### config.mk
export PLATFORM = sky130hd
export DESIGN_NAME = multi_edge_trigger
export DESIGN_NICKNAME = d
export VERILOG_FILES = /design/src/rtl/multi_edge_trigger.sv
export SDC_FILE = /design/constraint.sdc
export NUM_CORES = 1
export LEC_CHECK = 0
export CORE_MARGIN = 5
export CORE_UTILIZATION = 50
export DETAILED_ROUTE_END_ITERATION = 10
export PLACE_DENSITY = 0.73
export SLEW_MARGIN = 20
export SYNTH_ARGS = -nofsm -noshare
export SYNTH_HDL_FRONTEND = slang
export SYNTH_SLANG_ARGS = --single-unit
### constraint.sdc
create_clock -name clk -period 2.6 [get_ports clk]
set_clock_uncertainty 0.2 [all_clocks]
set_input_delay 0.52 -clock clk [delete_from_list [all_inputs] [get_ports clk]]
set_output_delay 0.52 -clock clk [all_outputs]
set_load 0.01 [all_outputs]
### src/rtl/multi_edge_trigger.sv
// rtl/multi_edge_trigger.sv - per-channel synchronised edge trigger with holdoff and event counters
module multi_edge_trigger #(
  parameter int N_CH        = 4,
  parameter int SYNC_STAGES = 2,
  parameter int HOLD_W      = 16,
  parameter int CNT_W       = 16
) (
  input  logic                    clk,
  input  logic                    rst,
  input  logic [N_CH-1:0]         start,
  input  logic [2*N_CH-1:0]       mode,
  input  logic [HOLD_W-1:0]       holdoff,
  input  logic                    cnt_clr,
  output logic [N_CH-1:0]         trigger,
  output logic                    trig_any,
  output logic [N_CH-1:0]         busy,
  output logic [N_CH*CNT_W-1:0]   evt_cnt
);

  typedef enum logic {
    ST_ARMED   = 1'b0,
    ST_HOLDOFF = 1'b1
  } ch_state_e;

  // Warm-up covers the sync chain refill plus the p stage, so a level held
  // through reset is never mistaken for an edge.
  localparam logic [2:0] WARM_INIT = 3'(SYNC_STAGES + 1);

  localparam logic [1:0] MODE_OFF  = 2'b00;
  localparam logic [1:0] MODE_RISE = 2'b01;
  localparam logic [1:0] MODE_FALL = 2'b10;
  localparam logic [1:0] MODE_BOTH = 2'b11;

  // Synchroniser chain: stage 0 samples the raw input, last stage is s.
  logic [SYNC_STAGES-1:0][N_CH-1:0] sync_q;
  logic [N_CH-1:0]                  s_w;
  logic [N_CH-1:0]                  p_q;

  logic [2:0]                       warm_q;
  logic [2:0]                       warm_d;
  logic                             warm_done;

  logic [N_CH-1:0]                  rise_w;
  logic [N_CH-1:0]                  fall_w;
  logic [N_CH-1:0]                  qual_w;

  ch_state_e                        state_q [N_CH];
  ch_state_e                        state_d [N_CH];
  logic [HOLD_W-1:0]                hc_q    [N_CH];
  logic [HOLD_W-1:0]                hc_d    [N_CH];

  logic [N_CH-1:0]                  trigger_q;
  logic [N_CH-1:0]                  trigger_d;

  logic [CNT_W-1:0]                 cnt_q   [N_CH];
  logic [CNT_W-1:0]                 cnt_d   [N_CH];

  assign s_w       = sync_q[SYNC_STAGES-1];
  assign warm_done = (warm_q == 3'd0);

  // Shift every input through the synchroniser and keep one delayed copy of s.
  always_ff @(posedge clk) begin
    if (rst) begin
      sync_q <= '0;
      p_q    <= '0;
    end else begin
      sync_q <= {sync_q[SYNC_STAGES-2:0], start};
      p_q    <= s_w;
    end
  end

  // Count down the post-reset window during which edges are not qualified.
  always_comb begin
    warm_d = warm_q;
    if (!warm_done) begin
      warm_d = warm_q - 3'd1;
    end
  end

  // Warm-up counter register, reloaded on every reset clock.
  always_ff @(posedge clk) begin
    if (rst) begin
      warm_q <= WARM_INIT;
    end else begin
      warm_q <= warm_d;
    end
  end

  // Per-channel edge qualifier selected by the live mode bits.
  always_comb begin
    rise_w = s_w & ~p_q;
    fall_w = ~s_w & p_q;
    qual_w = '0;
    for (int i = 0; i < N_CH; i++) begin
      unique case (mode[2*i +: 2])
        MODE_OFF:  qual_w[i] = 1'b0;
        MODE_RISE: qual_w[i] = rise_w[i];
        MODE_FALL: qual_w[i] = fall_w[i];
        MODE_BOTH: qual_w[i] = rise_w[i] | fall_w[i];
        default:   qual_w[i] = 1'b0;
      endcase
    end
  end

  // Channel FSM next state: fire from ARMED, otherwise count down the holdoff.
  // holdoff is only looked at on the firing clock so later changes cannot
  // stretch or shorten a holdoff already running.
  always_comb begin
    trigger_d = '0;
    for (int i = 0; i < N_CH; i++) begin
      state_d[i] = state_q[i];
      hc_d[i]    = hc_q[i];
      unique case (state_q[i])
        ST_ARMED: begin
          if (qual_w[i] && warm_done) begin
            trigger_d[i] = 1'b1;
            hc_d[i]      = holdoff;
            if (holdoff != '0) begin
              state_d[i] = ST_HOLDOFF;
            end
          end
        end
        ST_HOLDOFF: begin
          // Edges are dropped here, not remembered for later.
          if ((hc_q[i] == '0) || (hc_q[i] == HOLD_W'(1))) begin
            hc_d[i]    = '0;
            state_d[i] = ST_ARMED;
          end else begin
            hc_d[i] = hc_q[i] - HOLD_W'(1);
          end
        end
        default: begin
          hc_d[i]    = '0;
          state_d[i] = ST_ARMED;
        end
      endcase
    end
  end

  // Channel state, holdoff counters and the registered trigger pulses.
  always_ff @(posedge clk) begin
    if (rst) begin
      for (int i = 0; i < N_CH; i++) begin
        state_q[i] <= ST_ARMED;
        hc_q[i]    <= '0;
      end
      trigger_q <= '0;
    end else begin
      for (int i = 0; i < N_CH; i++) begin
        state_q[i] <= state_d[i];
        hc_q[i]    <= hc_d[i];
      end
      trigger_q <= trigger_d;
    end
  end

  // Event counters advance at the end of each trigger cycle and saturate;
  // a clear in that same cycle still records the trigger being retired.
  always_comb begin
    for (int i = 0; i < N_CH; i++) begin
      cnt_d[i] = cnt_q[i];
      if (cnt_clr) begin
        cnt_d[i] = CNT_W'(trigger_q[i]);
      end else if (trigger_q[i] && (cnt_q[i] != '1)) begin
        cnt_d[i] = cnt_q[i] + CNT_W'(1);
      end
    end
  end

  // Event counter registers.
  always_ff @(posedge clk) begin
    if (rst) begin
      for (int i = 0; i < N_CH; i++) begin
        cnt_q[i] <= '0;
      end
    end else begin
      for (int i = 0; i < N_CH; i++) begin
        cnt_q[i] <= cnt_d[i];
      end
    end
  end

  // Output mapping.
  always_comb begin
    for (int i = 0; i < N_CH; i++) begin
      busy[i] = (state_q[i] == ST_HOLDOFF);
    end
  end

  for (genvar g = 0; g < N_CH; g++) begin : g_cnt_out
    assign evt_cnt[CNT_W*g +: CNT_W] = cnt_q[g];
  end

  assign trigger  = trigger_q;
  assign trig_any = |trigger_q;

endmodule

==> results of run 1 <==
[power groups by stage]
stage / registers, mW / logic [mW] / clock network (mW)
6_report: 2.38 / 0.560 / 2.74
3_5_place_dp: 2.43 / 0.545 / 0
3_3_place_gp: 2.43 / 0.538 / 0
4_1_cts: 2.38 / 0.550 / 2.77
5_1_grt: 2.38 / 0.608 / 2.87
2_1_floorplan: 2.42 / 0.323 / 0
[synth_stat cells, types with 21 or more instances]
master	instances
clkbuf_1	30
nor3_1	35
ha_1	22
nor2_1	108
nor4_1	24
nand3_1	50
nand2_1	78
inv_1	47
a21oi_1	60
xor2_1	27
o21ai_0	37
nor2b_1	21
dfxtp_1	151
xnor2_1	30
[path summary, 6_finish.rpt]
path | end | slack [ns] | cells past startpoint
worst max register to register | cnt_q[3][0] | 0.23 | 6
worst min register to register | s_w[0] | 0.24 | 1
worst min-delay path | hc_q[0][4] | 0.18 | 2
worst max-delay path | trig_any | 0.18 | 2
[logic make-up after synthesis]
group / synth area share, %
AND/OR/NAND/NOR: 26.2
AO/OA/AOI/OAI: 22.3
flip-flops: 35.9
buffers and inverters: 4.63
XOR/XNOR: 5.94
adder cells (fa/ha/maj): 3.27
multiplexers: 1.67
[sequential cells by signal (all words and copies together) (netlist names)]
signal	cells
cnt_q	64
hc_q	64
p_q	4
s_w	4
state_q	4
sync_q	4
trigger	4
warm_q	3
[metrics by stage]
step / hold WS [ns] / power [mW]
6_report: 0.185 / 5.68
5_1_grt: 0.186 / 5.86
4_1_cts: 0.172 / 5.70
3_5_place_dp: 0.224 / 2.97
3_3_place_gp: 0.217 / 2.97
2_1_floorplan: 0.214 / 2.75
[routing by layer]
metal	vias up	global-route usage, %
met5	-	0
met4	0	9.33
met3	46	3.77
met2	369	38.5
met1	3894	32.2
li1	4084	-
[area by class of cell]
type / count / area (um^2)
inverter: 49 / 184
clock inverter: 12 / 188
clock buffer: 20 / 467
timing repair buffer: 163 / 1480
tap: 220 / 275
fill: 1428 / 5900
multi-input combinational: 781 / 5010
sequential: 151 / 3020
[cell usage in the layout, fill, tap and decap left out, drive strengths merged, types with 8 or more instances in the layout]
master	count
and3	15
nor2b	21
o21ai	40
or4	13
nand2	78
or2	8
a21oi	63
buf	61
a211oi	10
o32ai	12
dfxtp	151
nand4	19
o211ai	9
a31oi	17
nand3	50
xnor2	30
a32oi	10
or3	12
a221oi	9
mux2i	14
a21o	10
xor2	27
clkdlybuf4s50	101
a22oi	11
nand3b	8
nor2	108
ha	22
inv	51
nor4	27
nor3	36
clkbuf	20
[repair_timing]
item	CTS	global route
resized for setup	1	2
hold buffers	0	0
endpoints found under the setup margin	1	4
==> run metrics, run 1 <==
Synth top area share=35.9%; vias per cell=6.01; share of layout cells above drive strength 1=10.9%; total clock sinks=151; Critical-path top delay cell=or4_1; Synth Register Bits=151; Worst Path Max Fanout=9; Area contributors post-synth=dfxtp_1, nor2_1, a21oi_1; total number of vias=8393; CP top delay family=simple AND/OR/NAND/NOR gates; Max stage delay on crit path=0.58 ns; remaining antenna violation count=0; status=complete, no violations; CTS max path bufs=2; hold_sp=rst; metal2 WL=10900 um; final hold violation count=0; leading area contributor after synthesis=dfxtp_1; Placeable Area=0.0165 mm^2; dpl ws=-0.0688 ns; Switch Pwr=1.39 mW; final setup vio count=0; Clock Latency Late Sink=0.43 ns; Final Wtd Congestion=0.899; switching power share of the total=24.6%; syn avg cell area=8.21 um^2; Final period util=93.1%; Syn Inst Count=1025; Cell Int Power=4.28 mW; number of DRC markers in iteration 0=653; Die Footprint=0.0195 mm^2; worst min-delay path class=primary input to flip-flop; row count=47; initial antenna violation count=0; slew margin rel.=60.4%; Max Cap Viol=0; drt total wl=24000 um; Root Buffer=clkbuf_16; DRT Pass-1 Iters=8; sequential power share=41.9%; DP Cell Count=1364; non-filler cells, final=1396; Final nets=1216; CTS tree=built; Initial Utilization=50.9%; CP Cell Sequence=or4_1 > dlygate4sd2_1; Area Growth Syn to Fin=26.3%; grt ovf=0; DP Wirelength=16800 um; unrepaired setup endpoints after global routing=false; Post-CTS Setup Bufs=0; DIE WIDTH=140 um; FMAX=413 MHz; ys async rst share=0%; first-pass GRT wire length=38700 um; Buffers on Ports=103; GRT Overall Usage=23.9%; # diodes=0; Crit. Startpoint=trigger[0]; WP data arrival=1.70 ns; largest net degree at the start of global routing=39; vias in the first global route=7509; post-synthesis sequential area ratio=35.9%; Max Used Layer=met4; die height=140 um; measured slew at the worst slew-check pin=0.590 ns; Final Instance Area=0.0106 mm^2; Pwr Density=534 mW/mm^2; minimum clock period=2.42 ns; Critical R2R Launch=cnt_q[3][0]; Synth warnings=0; Clock power frac=48.2%; Final Max Tran Viols=0; Buf+Inv Stages, Crit Path=1; CTS H-tree lvls=4; drt wl/cell=17.2 um; Comb power frac=9.9%; Final WS setup=0.179 ns; # IOs=104; Post-DP Area=0.00996 mm^2; DR DRC count=0; Syn Nets=1078; Setup crit end kind=output pin; P_leak=3.78 nW; Num CTS Buffers=17; Main synth FF type=dfxtp_1; setup TNS=0 ns; Post-Syn Area=0.00841 mm^2; crit path kind=flip-flop to output pin; fin util=64.3%; Distinct cells, synth=78; worst vdd ir=0.448 mV; CP startpoint kind=flip-flop; wire length on met1=10600 um; Reg clk slew, reported paths=0.06 ns; number of synthesized flops with an enable pin=0; Worst Path Required=1.88 ns; metal3 WL=1900 um
(Power assumes the default switching activity.)
==> inputs of run 2 (changes only) <==
--- a/config.mk
+++ b/config.mk
@@ -9,7 +9,7 @@
 export CORE_UTILIZATION = 50
 export DETAILED_ROUTE_END_ITERATION = 10
 export PLACE_DENSITY = 0.73
-export SLEW_MARGIN = 20
+export SLEW_MARGIN = 5
 export SYNTH_ARGS = -nofsm -noshare
 export SYNTH_HDL_FRONTEND = slang
 export SYNTH_SLANG_ARGS = --single-unit
==> results of run 2 <==
Same layout as run 1: the final DEF is identical, and so are final timing and power.
